## config.mk

```make
export PLATFORM = sky130hd
export DESIGN_NAME = ps2_host_tx
export DESIGN_NICKNAME = d
export VERILOG_FILES = /design/src/rtl/ps2_pkg.sv /design/src/rtl/ps2_line_filter.sv /design/src/rtl/ps2_host_tx.sv
export SDC_FILE = /design/constraint.sdc
export NUM_CORES = 1
export LEC_CHECK = 0
export ABC_CLOCK_PERIOD_IN_PS = 2400
export CAP_MARGIN = 15
export CORE_ASPECT_RATIO = 0.8
export CORE_MARGIN = 5
export CORE_UTILIZATION = 35
export CTS_CLUSTER_DIAMETER = 80
export DETAILED_ROUTE_END_ITERATION = 12
export GPL_ROUTABILITY_DRIVEN = 0
export PLACE_DENSITY_LB_ADDON = 0.05
export SLEW_MARGIN = 0
export SYNTH_ARGS = -nofsm -noshare
export SYNTH_HDL_FRONTEND = slang
export SYNTH_SLANG_ARGS = --single-unit
```

## constraint.sdc

```tcl
create_clock -name clk -period 2.4 [get_ports clk]
set_clock_uncertainty 0.1 [all_clocks]
set_input_delay 0.24 -clock clk [delete_from_list [all_inputs] [get_ports clk]]
set_output_delay 0.24 -clock clk [all_outputs]
set_load 0.02 [all_outputs]
```

## src/rtl/ps2_pkg.sv

```systemverilog
// ps2_pkg: shared PS/2 types, command constants and helpers
package ps2_pkg;
  typedef enum logic [2:0] {
    S_IDLE,
    S_INHIBIT,
    S_WAIT_FIRST,
    S_SHIFT,
    S_ACK,
    S_WAIT_IDLE
  } state_t;
  localparam logic [7:0] CMD_RESET    = 8'hFF;
  localparam logic [7:0] CMD_ENABLE   = 8'hF4;
  localparam logic [7:0] CMD_SET_RATE = 8'hF3;
  localparam logic [7:0] RESP_ACK     = 8'hFA;
  localparam int FILTER_LEN = 8;
  function automatic logic odd_parity(input logic [7:0] d);
    return ~^d;
  endfunction
endpackage

```

## src/rtl/ps2_line_filter.sv

```systemverilog
// ps2_line_filter: 2-flop synchronizer with optional stability filter and falling-edge pulse
module ps2_line_filter
  import ps2_pkg::*;
#(
  parameter bit FILTER = 1'b1
) (
  input  logic clk,
  input  logic rst_n,
  input  logic line,
  output logic level,
  output logic fall
);
  logic s1, s2;
  // two-flop synchronizer, idle level of an open-drain line is high
  always_ff @(posedge clk or negedge rst_n) begin
    if (!rst_n) begin
      s1 <= 1'b1;
      s2 <= 1'b1;
    end else begin
      s1 <= line;
      s2 <= s1;
    end
  end
  generate
    if (FILTER) begin : g_filt
      localparam int CW = $clog2(FILTER_LEN);
      localparam logic [CW-1:0] LAST = CW'(FILTER_LEN - 1);
      logic [CW-1:0] cnt;
      // level follows the synchronized line only after FILTER_LEN consecutive differing samples
      always_ff @(posedge clk or negedge rst_n) begin
        if (!rst_n) begin
          cnt   <= '0;
          level <= 1'b1;
          fall  <= 1'b0;
        end else begin
          fall <= 1'b0;
          if (s2 == level) begin
            cnt <= '0;
          end else if (cnt == LAST) begin
            cnt   <= '0;
            level <= s2;
            fall  <= ~s2;
          end else begin
            cnt <= cnt + 1'b1;
          end
        end
      end
    end else begin : g_sync
      // unfiltered: level is the synchronized line, fall marks its 1->0 step
      always_ff @(posedge clk or negedge rst_n) begin
        if (!rst_n) begin
          level <= 1'b1;
          fall  <= 1'b0;
        end else begin
          level <= s2;
          fall  <= level & ~s2;
        end
      end
    end
  endgenerate
endmodule

```

## src/rtl/ps2_host_tx.sv

```systemverilog
// ps2_host_tx: host-to-device PS/2 command byte transmitter
module ps2_host_tx
  import ps2_pkg::*;
#(
  parameter int CLK_FREQ_HZ      = 100_000_000,
  parameter int INHIBIT_US       = 100,
  parameter int START_TIMEOUT_US = 15_000,
  parameter int FRAME_TIMEOUT_US = 2_000
) (
  input  logic       clk,
  input  logic       rst_n,
  input  logic       tx_valid,
  input  logic [7:0] tx_data,
  output logic       tx_ready,
  output logic       tx_done,
  output logic       tx_err,
  output logic       busy,
  input  logic       ps2_clk_i,
  input  logic       ps2_data_i,
  output logic       ps2_clk_oe,
  output logic       ps2_data_oe
);
  localparam int CPU     = CLK_FREQ_HZ / 1_000_000;
  localparam int N_INH   = CPU * INHIBIT_US;
  localparam int N_START = CPU * START_TIMEOUT_US;
  localparam int N_FRAME = CPU * FRAME_TIMEOUT_US;
  localparam int W_INH   = $clog2(N_INH);
  localparam int W_START = $clog2(N_START);
  localparam int W_FRAME = $clog2(N_FRAME);
  localparam int W_MAX   = W_INH > W_START ? (W_INH > W_FRAME ? W_INH : W_FRAME)
                                           : (W_START > W_FRAME ? W_START : W_FRAME);
  localparam int TW      = W_MAX < 1 ? 1 : W_MAX;
  localparam logic [TW-1:0] T_INH   = TW'(N_INH - 1);
  localparam logic [TW-1:0] T_START = TW'(N_START - 1);
  localparam logic [TW-1:0] T_FRAME = TW'(N_FRAME - 1);
  state_t state, state_n;
  logic [TW-1:0] t, t_n;
  logic [3:0] cnt, cnt_n;
  logic [8:0] sh, sh_n;
  logic clk_oe_n, data_oe_n, done_n, err_n;
  logic clk_lvl, clk_fall, data_lvl, unused_data_fall;
  ps2_line_filter #(.FILTER(1'b1)) u_clk_filt (
    .clk(clk), .rst_n(rst_n), .line(ps2_clk_i), .level(clk_lvl), .fall(clk_fall)
  );
  ps2_line_filter #(.FILTER(1'b0)) u_data_sync (
    .clk(clk), .rst_n(rst_n), .line(ps2_data_i), .level(data_lvl), .fall(unused_data_fall)
  );
  assign tx_ready = (state == S_IDLE) & ~tx_done & ~tx_err;
  assign busy     = ~tx_ready;
  // state, shared timer, bit counter and registered line drivers
  always_ff @(posedge clk or negedge rst_n) begin
    if (!rst_n) begin
      state       <= S_IDLE;
      t           <= '0;
      cnt         <= '0;
      sh          <= '0;
      ps2_clk_oe  <= 1'b0;
      ps2_data_oe <= 1'b0;
      tx_done     <= 1'b0;
      tx_err      <= 1'b0;
    end else begin
      state       <= state_n;
      t           <= t_n;
      cnt         <= cnt_n;
      sh          <= sh_n;
      ps2_clk_oe  <= clk_oe_n;
      ps2_data_oe <= data_oe_n;
      tx_done     <= done_n;
      tx_err      <= err_n;
    end
  end
  // next state and next line drive; timeouts are checked before fall so they win
  always_comb begin
    state_n   = state;
    t_n       = t + 1'b1;
    cnt_n     = cnt;
    sh_n      = sh;
    clk_oe_n  = ps2_clk_oe;
    data_oe_n = ps2_data_oe;
    done_n    = 1'b0;
    err_n     = 1'b0;
    case (state)
      S_IDLE: begin
        t_n = '0;
        if (tx_valid && tx_ready) begin
          state_n   = S_INHIBIT;
          sh_n      = {odd_parity(tx_data), tx_data};
          clk_oe_n  = 1'b1;
          data_oe_n = (T_INH == '0);
        end
      end
      S_INHIBIT: begin
        if (t == T_INH) begin
          state_n   = S_WAIT_FIRST;
          t_n       = '0;
          clk_oe_n  = 1'b0;
          data_oe_n = 1'b1;
        end else begin
          data_oe_n = (t_n == T_INH);
        end
      end
      S_WAIT_FIRST: begin
        if (t == T_START) begin
          err_n = 1'b1;
        end else if (clk_fall) begin
          state_n   = S_SHIFT;
          t_n       = '0;
          cnt_n     = 4'd1;
          data_oe_n = ~sh[0];
        end
      end
      S_SHIFT: begin
        if (t == T_FRAME) begin
          err_n = 1'b1;
        end else if (clk_fall) begin
          cnt_n     = cnt + 1'b1;
          data_oe_n = (cnt == 4'd9) ? 1'b0 : ~sh[cnt];
          state_n   = (cnt == 4'd9) ? S_ACK : S_SHIFT;
        end
      end
      S_ACK: begin
        if (t == T_FRAME) begin
          err_n = 1'b1;
        end else if (clk_fall) begin
          err_n   = data_lvl;
          state_n = S_WAIT_IDLE;
        end
      end
      S_WAIT_IDLE: begin
        if (t == T_FRAME) begin
          err_n = 1'b1;
        end else if (clk_lvl && data_lvl) begin
          state_n = S_IDLE;
          done_n  = 1'b1;
        end
      end
      default: state_n = S_IDLE;
    endcase
    if (err_n) begin
      state_n   = S_IDLE;
      clk_oe_n  = 1'b0;
      data_oe_n = 1'b0;
    end
  end
endmodule

```

Yosys cells after proc, flatten, opt, wreduce, memory -nomap -nowiden
Index checks and enable logic that the tools add are counted.
{ "word_totals": {"reg_bits": 51, "input_bits": 13, "output_inout_bits": 6} }
{ "classes": {"addsub": 3, "magnitude_cmp": 1, "n_eq_ne": 26, "muxes": 49, "bitwise_logic": 9, "n_reduce_logical": 14} }
{ "op_table": {"columns": ["op", "n"], "rows": [
  ["$mux W21", 3],
  ["$pmux W21 S3", 1],
  ["$eq A21 B14 Y1 const B", 2],
  ["$mux W3", 14],
  ["$add A21 B1 Y21 const B", 1],
  ["$eq A21 B18 Y1 const B", 1],
  ["$eq A21 B21 Y1 const B", 1],
  ["$mux W1", 21],
  ["$ne A3 B3 Y1 const B", 6],
  ["$pmux W3 S6", 1],
  ["$mux W4", 4],
  ["$ne A3 B2 Y1 const B", 4],
  ["$reduce_and A10 Y1", 1],
  ["$eq A3 B3 Y1 const B", 3],
  ["$pmux W4 S2", 1],
  ["$reduce_xnor A8 Y1", 1],
  ["$not A1 Y1", 7],
  ["$eq A3 B2 Y1 const B", 2],
  ["$reduce_and A6 Y1", 1],
  ["$lt A4 B5 Y1 const B", 1],
  ["$reduce_and A5 Y1", 1],
  ["$reduce_bool A5 Y1", 1],
  ["$add A4 B1 Y4 const B", 1],
  ["$bmux W1 S4", 1],
  ["other kinds (17)", 22]
]} }

Logic depth before layout (Yosys ltp)
Gate-level depths: netlist of run 1.
{ "logic_depth": {"ltp_word": 8, "ltp_mapped": 10, "depth_no_buf": 9} }

Hierarchy
A second synthesis of run 1 with hierarchy kept.
{ "hier_totals": {"hier_cells": 303, "area_unflattened_um2": 2950.3} }
{ "by_module_without_submodules": {"columns": ["module", "n_inst", "cells_per_inst", "area_per_inst_um2"], "rows": [
  ["ps2_host_tx", 1, 283, 2571.2],
  ["ps2_line_filter (u_clk_filt)", 1, 15, 261.5],
  ["ps2_line_filter (u_data_sync)", 1, 5, 117.6]
]} }

Least setup slack after synthesis of run 1
No wires, ideal clock.
{ "synth_timing": {"path_type": "register to register", "startpoint": "register t[0]", "endpoint": "register cnt[0]", "arrival_time_ps": 2086, "t_required_ps": 2175, "path_slack_ps": 90, "path_stages_with_launch": 9, "n_path_buf": 2, "period_less_slack_ps": 2310, "path_cell_list": "dfrtp_1 ha_1 and3_1 clkbuf_1 nand3_1 o31ai_2 or3b_2 buf_2 mux2_2"} }
{ "synth_via": {"elab_chain_len": 3, "elab_cells_between_ends": 5, "cone_classes": "4 x eq/ne; 1 x reduce/logical"} }
{ "synth_lines": {"columns": ["item", "line", "rtl"], "rows": [
  ["start: declaration", "ps2_host_tx.sv:37", "logic [TW-1:0] t, t_n;"],
  ["start signal: assignment", "ps2_host_tx.sv:63", "t <= t_n;"],
  ["$eq A21 B18 Y1 or $eq A21 B21 Y1 (tied branches)", "ps2_host_tx.sv:113, ps2_host_tx.sv:103", null],
  ["$ne A2 B2 Y1 (no line)", null, null],
  ["$reduce_and A5 Y1 (no line) *", null, null],
  ["end signal: assignment", "ps2_host_tx.sv:64", "cnt <= cnt_n;"],
  ["end: declaration", "ps2_host_tx.sv:38", "logic [3:0] cnt, cnt_n;"]
]} }
Mark *: on every way between the ends. The rest lies on a longest branch, timed or not.
A chain may end at the register's enable or synchronous reset.

Worst setup path in the final report of run 1
{ "layout_timing": {"startpoint": "register state[2]", "endpoint": "output port tx_ready"} }
{ "layout_via": {"elab_chain_len": 3} }
{ "layout_lines": {"columns": ["item", "line", "rtl"], "rows": [
  ["start: declaration", "ps2_host_tx.sv:36", "state_t state, state_n;"],
  ["start signal: assignment", "ps2_host_tx.sv:62", "state <= state_n;"],
  ["$logic_not A3 Y1", "ps2_host_tx.sv:48", "assign tx_ready = (state == S_IDLE) & ~tx_done & ~tx_err;"],
  ["$and A1 B1 Y1 (2 in a row)", "ps2_host_tx.sv:48", null],
  ["end: declaration", "ps2_host_tx.sv:14", "output logic tx_ready,"]
]} }
No other way between the ends.

==> results_dict.tcl, run 1 <==
set metrics [dict create \
    fin_ws_ns 0.130 \
    routedWlPerCell_um 14.9 \
    num_vias 2447 \
    fin_crit_ns 2.27 \
    cts.sinks 51 \
    grtUsageTotal_pct 14.2 \
    grt_pass1_wl_mm 12.2 \
    ys_seq_area_share_pct 40.7 \
    path_class "reg2out" \
    grt-ovfl-total 0 \
    ys_seq_elements 51 \
    max_freq_ghz 0.440 \
    final_common_cell "buf_4" \
    synth-edff-count 0 \
    yosys_warnings 0 \
    avgSynthCellArea_um2 9.80 \
    syn_nets 341 \
    setup_viol 0 \
    drt_iter0_drc 83 \
    dp_slack_ns 0.0908 \
    p_per_area_nw_per_um2 590 \
    synthCells 322 \
    cp.required_ns 2.06 \
    fp-row-count 31 \
    grt_max_degree 52 \
    end_kind "output port" \
    netlist.area_leader.share_pct 35.7 \
    hold_class "reg2reg" \
    drv_slew 0 \
    status "complete, no violations" \
    critPathLaunch "state[2]$_DFFE_PN0P_" \
    io_buffers 18 \
    dieArea_um2 11000 \
    antenna_cells 0 \
    die_w_um 116 \
    fin_crit_sh_pct 94.6 \
    grt_pass1_vias 2329 \
    reg2reg_slack_ns 0.14 \
    dpl.hpwl_mm 5.39 \
    relSlewSlack_pct 55.7 \
    final_cells 488 \
    routed_wl_mm 7.29 \
    cts_buffer_depth 2 \
    fp.coreArea_um2 8920 \
    worstPathMaxFanout 12 \
    initial_core_util_pct 35.4 \
    synthFlopType "dfrtp_1" \
    dr.pass1.iters 4 \
    vdd_ir_drop_max_mv 0.337 \
    cts-buffers-inserted 5 \
    area_delta_synth_final_pct 22.1 \
    antenna_found_initial 0 \
    htreeDepth 2 \
    drtAntennaViolNets 0 \
    hp-start "u_clk_filt.s1$_DFF_PN1_" \
    synth_area_leader_cell "dfrtp_1" \
    cts_tree "built" \
    fin_tns_setup_ns 0 \
    clk-insertion-delay-late_ns 0.29 \
    p_leak_nw 1.70 \
    drive_above_1_share_pct 25.7 \
    clk_pin_slew_worst_paths_ns 0.07 \
    drc 0 \
    async_flop_share_pct 100 \
    reg2reg_from "t[7]$_DFF_PN0_" \
    worstMarginPinSlew_ns 0.664 \
    cp.arrival_ns 1.93 \
    routed_via_density 5.01 \
    yosys-top-cells-area "dfrtp_1, dfstp_2, clkbuf_8" \
    cts_root_buffer "clkbuf_16" \
    grt_setup_unrepaired "no" \
    cp-start-kind "flip-flop" \
    syn-cell-area_um2 3160 \
    synth.distinct_cells 59 \
    cap_violations 0 \
    die_y_um 94.9 \
    dp_cells 479 \
    layout.nets 391 \
    layout_common_cells "buf_4, dfrtp_1, nor2_1, nand2_1, clkdlybuf4s50_1" \
    hold_viol 0 \
    boundaryPins 19 \
]
==> registers in the layout (all words and copies together), names as in the netlist <==
name	flops
t	21
sh	9
cnt	4
state	3
u_clk_filt.g_filt.cnt	3
ps2_clk_oe	1
ps2_data_oe	1
tx_done	1
tx_err	1
u_clk_filt.fall	1
u_clk_filt.level	1
u_clk_filt.s1	1
u_clk_filt.s2	1
u_data_sync.level	1
u_data_sync.s1	1
u_data_sync.s2	1
==> cells by family after synthesis <==
family | after synthesis | share of synthesized area [%]
and+or+nand+nor | 152 | 27.0
DFF | 51 | 40.7
AOI/OAI and AO/OA | 38 | 7.85
buffers and inverters | 31 | 8.01
xor gates and xnor gates | 28 | 7.77
muxes | 16 | 6.26
adders and majority gates | 6 | 2.38
==> cells in the mapped netlist (3+ instances only) <==
cell type	n
a21oi_1	12
a31oi_1	4
and2_1	3
and3_1	5
buf_2	4
buf_6	3
clkbuf_1	3
clkbuf_8	10
dfrtp_1	45
dfstp_2	6
ha_1	6
inv_1	8
mux2_2	10
mux2i_1	4
nand2_1	28
nand2b_1	5
nand3_1	15
nand4_1	10
nor2_1	36
nor2b_1	3
nor3_1	10
nor3b_1	6
nor4_1	6
nor4b_1	3
o21ai_0	7
or3_1	3
xnor2_1	15
xor2_1	13
==> critical path: stages (launching register included) <==
cell and delay (ns):
dfrtp_1 0.52, nor2_2 0.25, and3_1 0.25, clkdlybuf4s50_1 0.62
==> layer usage <==
layer  vias to the layer above  track usage (%)  share of wire, %
met2                        64             19.0                39
met1                      1144             23.1                54
met5                         -                0                 0
li1                       1233                -                 -
met4                         0             3.77               1.0
met3                         6             2.31               5.7
==> metrics by stage <==
step	instance area [µm²]	util, %	hold WS, ns	power, mW
2_1_floorplan	3160	-	-0.156	1.23
3_3_place_gp	3620	40.5	0.248	1.37
3_5_place_dp	3620	40.5	0.247	1.37
4_1_cts	3820	42.8	0.246	2.31
5_1_grt	3850	43.2	0.256	2.39
6_report	3850	43.2	0.254	2.27
==> path summary, 6_finish.rpt <==
check	to	cells after the start
worst max-delay path	tx_ready	3
worst min-delay path	u_clk_filt.s2$_DFF_PN1_	0
worst max register to register	state[1]$_DFFE_PN0P_	6
worst min register to register	u_clk_filt.s2$_DFF_PN1_	0
max in group asynchronous	t[8]$_DFF_PN0_	3
min in group asynchronous	t[13]$_DFF_PN0_	3
==> area by class of cell <==
cell class,instances,area [µm²]
sequential,51,1280
multi-input combinational,240,1650
timing repair buffer,66,551
clock inverter,3,67.6
clock buffer,5,125
fill,896,5070
inverter,8,30.0
tap,115,144
==> power by group <==
part	internal (mW)	switching [mW]	leakage, nW
Combinational	0.177	0.172	0.943
Clock	0.597	0.322	0.0900
Sequential	0.937	0.0694	0.671
Total	1.71	0.563	1.70
==> repair_timing <==
| item | CTS | global route |
|---|---|---|
| endpoints found under the hold margin | 1 | 0 |
| hold buffers | 1 | 0 |
| setup endpoints to repair | 0 | 24 |
| gates resized for setup | 0 | 7 |
| buffers inserted | 0 | 0 |
(Power assumes the default switching activity.)
==> run 2: changes to the inputs <==
ABC_CLOCK_PERIOD_IN_PS = 2500   (was 2400)
CORE_MARGIN = not set   (was 5)
PLACE_DENSITY_LB_ADDON = 0.3   (was 0.05)
clock period = 2.5 ns   (was 2.4 ns; I/O delays follow)
==> run 2 against run 1 <==
Register-to-register slack gained 0.04 ns. Critical path depth stayed put. First-iteration DRC count up 61%. Non-clock buffer count decreased by 25. Global-route usage is 0.82 points higher. Via count shrank 2.9%. Core utilization decreased by 1.7 points. Die area fell by 15%. Critical endpoint unchanged.
==> results_dict.tcl, run 2 (synthesized netlist as in run 1, its figures left out) <==
set metrics [dict create \
    max_freq_ghz 0.432 \
    initial_core_util_pct 36.7 \
    grt_setup_unrepaired "no" \
    boundaryPins 19 \
    grt_max_degree 36 \
    cap_violations 0 \
    fin_crit_ns 2.32 \
    antenna_found_initial 0 \
    grt_pass1_vias 2253 \
    fin_tns_setup_ns 0 \
    hold_class "in2reg" \
    final_cells 460 \
    post-cts-setup-buffers 0 \
    routed_via_density 5.17 \
    top_regs "t (21), sh (9), cnt (4)" \
    hold_viol 0 \
    cp-start-kind "flip-flop" \
    largest_register "t" \
    grt_pass1_wl_mm 11.1 \
    cts_buffer_depth 2 \
    num_vias 2377 \
    dp_cells 451 \
    cts_tree "built" \
    dr_wl_met3_um 233 \
    wl_met2_mm 2.77 \
    post-route-util_pct 41.5 \
    clk-insertion-delay-late_ns 0.31 \
    routed_wl_mm 6.56 \
    fin_hold_ws_ns 0.250 \
    cp.arrival_ns 1.97 \
    drv_slew 0 \
    area_delta_synth_final_pct 13.2 \
    antenna_cells 0 \
    layout.nets 366 \
    cp.required_ns 2.15 \
    worstMarginPinSlew_ns 0.813 \
    drt_iter0_drc 134 \
    cts.sinks 51 \
    grt-ovfl-total 0 \
    fp.coreArea_um2 8600 \
    dpl.hpwl_mm 4.95 \
    grtUsageTotal_pct 15.0 \
    die_y_um 86.9 \
    final_common_cell "dfrtp_1" \
    largest_register_ffs 21 \
    die_w_um 108 \
    fp-row-count 30 \
    wl_met1_mm 3.50 \
    worstPathMaxFanout 12 \
    cts_root_buffer "clkbuf_8" \
    dr.pass1.iters 4 \
    p_leak_nw 1.55 \
    cts-buffers-inserted 5 \
    routedWlPerCell_um 14.3 \
    dieArea_um2 9400 \
    end_kind "output port" \
    drtAntennaViolNets 0 \
    status "complete, no violations" \
    io_buffers 18 \
    relSlewSlack_pct 45.8 \
    p_per_area_nw_per_um2 492 \
    drive_above_1_share_pct 19.5 \
    setup_viol 0 \
    vdd_ir_drop_max_mv 0.219 \
    layout_common_cells "dfrtp_1, nor2_1, nand2_1, buf_4, clkdlybuf4s50_1" \
    clk_pin_slew_worst_paths_ns 0.09 \
    path_class "reg2out" \
    fin_crit_sh_pct 92.6 \
    htreeDepth 2 \
    drc 0 \
    p_total_mw 1.76 \
    routed.top_layer "met4" \
]
-- run 2: cell count changes in the layout (fill, tap and decap cells not counted), moves of 2 or more --
| cell | delta |
|---|---|
| bufinv_16 | -2 |
| clkbuf_16 | -5 |
| nor4_1 | +2 |
| clkbuf_8 | +6 |
| nor4_2 | -3 |
| buf_4 | -25 |
-- run 2: routing by layer --
metal | GRT usage, % | vias up
met5 | 0 | -
met4 | 3.74 | 0
met3 | 2.32 | 4
met2 | 21.9 | 49
met1 | 23.1 | 1147
li1 | - | 1177
-- run 2: through the flow --
stage / area, µm² / setup WS (ns)
final: 3570 / 0.184
after global routing: 3570 / 0.0297
after CTS: 3530 / 0.0946
after detailed placement: 3430 / 0.118
after global placement: 3430 / 0.197
after floorplan: 3160 / 0.190
-- run 2: path summary, 6_finish.rpt --
path / start / to / slack [ns] / depth (start not counted)
max: state[2]$_DFFE_PN0P_ / tx_ready / 0.18 / 3
min: ps2_data_i / u_data_sync.s1$_DFF_PN1_ / 0.25 / 1
min in group asynchronous: rst_n / t[1]$_DFF_PN0_ / 0.47 / 2
max reg2reg: t[0]$_DFF_PN0_ / state[1]$_DFFE_PN0P_ / 0.18 / 7
max in group asynchronous: rst_n / tx_done$_DFF_PN0_ / 1.09 / 3
min reg2reg: u_data_sync.s1$_DFF_PN1_ / u_data_sync.s2$_DFF_PN1_ / 0.26 / 0
-- run 2: power by group --
part | switching [mW] | internal (mW)
clock | 0.277 | 0.226
sequential | 0.0917 | 0.898
combinational | 0.134 | 0.130
total | 0.502 | 1.25
-- run 2: final cells by class --
type                    instances  area (µm²)
repair buffers                 41         363
clock inverters                 2        16.3
flip-flops and latches         51        1280
fillers                       849        5020
clock buffers                   6        82.6
multi-input cells             240        1660
well taps                     112         140
inverters                       8        30.0
-- run 2: worst max-delay path: stages (launching register included) --
cell,delay [ns]
dfrtp_1,0.51
nor2_1,0.27
and3_1,0.26
clkdlybuf4s50_1,0.62
-- run 2: repair_timing --
action	in CTS	in global routing
hold buffers	1	0
endpoints found under the setup margin	0	6
gates resized for setup	0	6
endpoints found under the hold margin	28	0
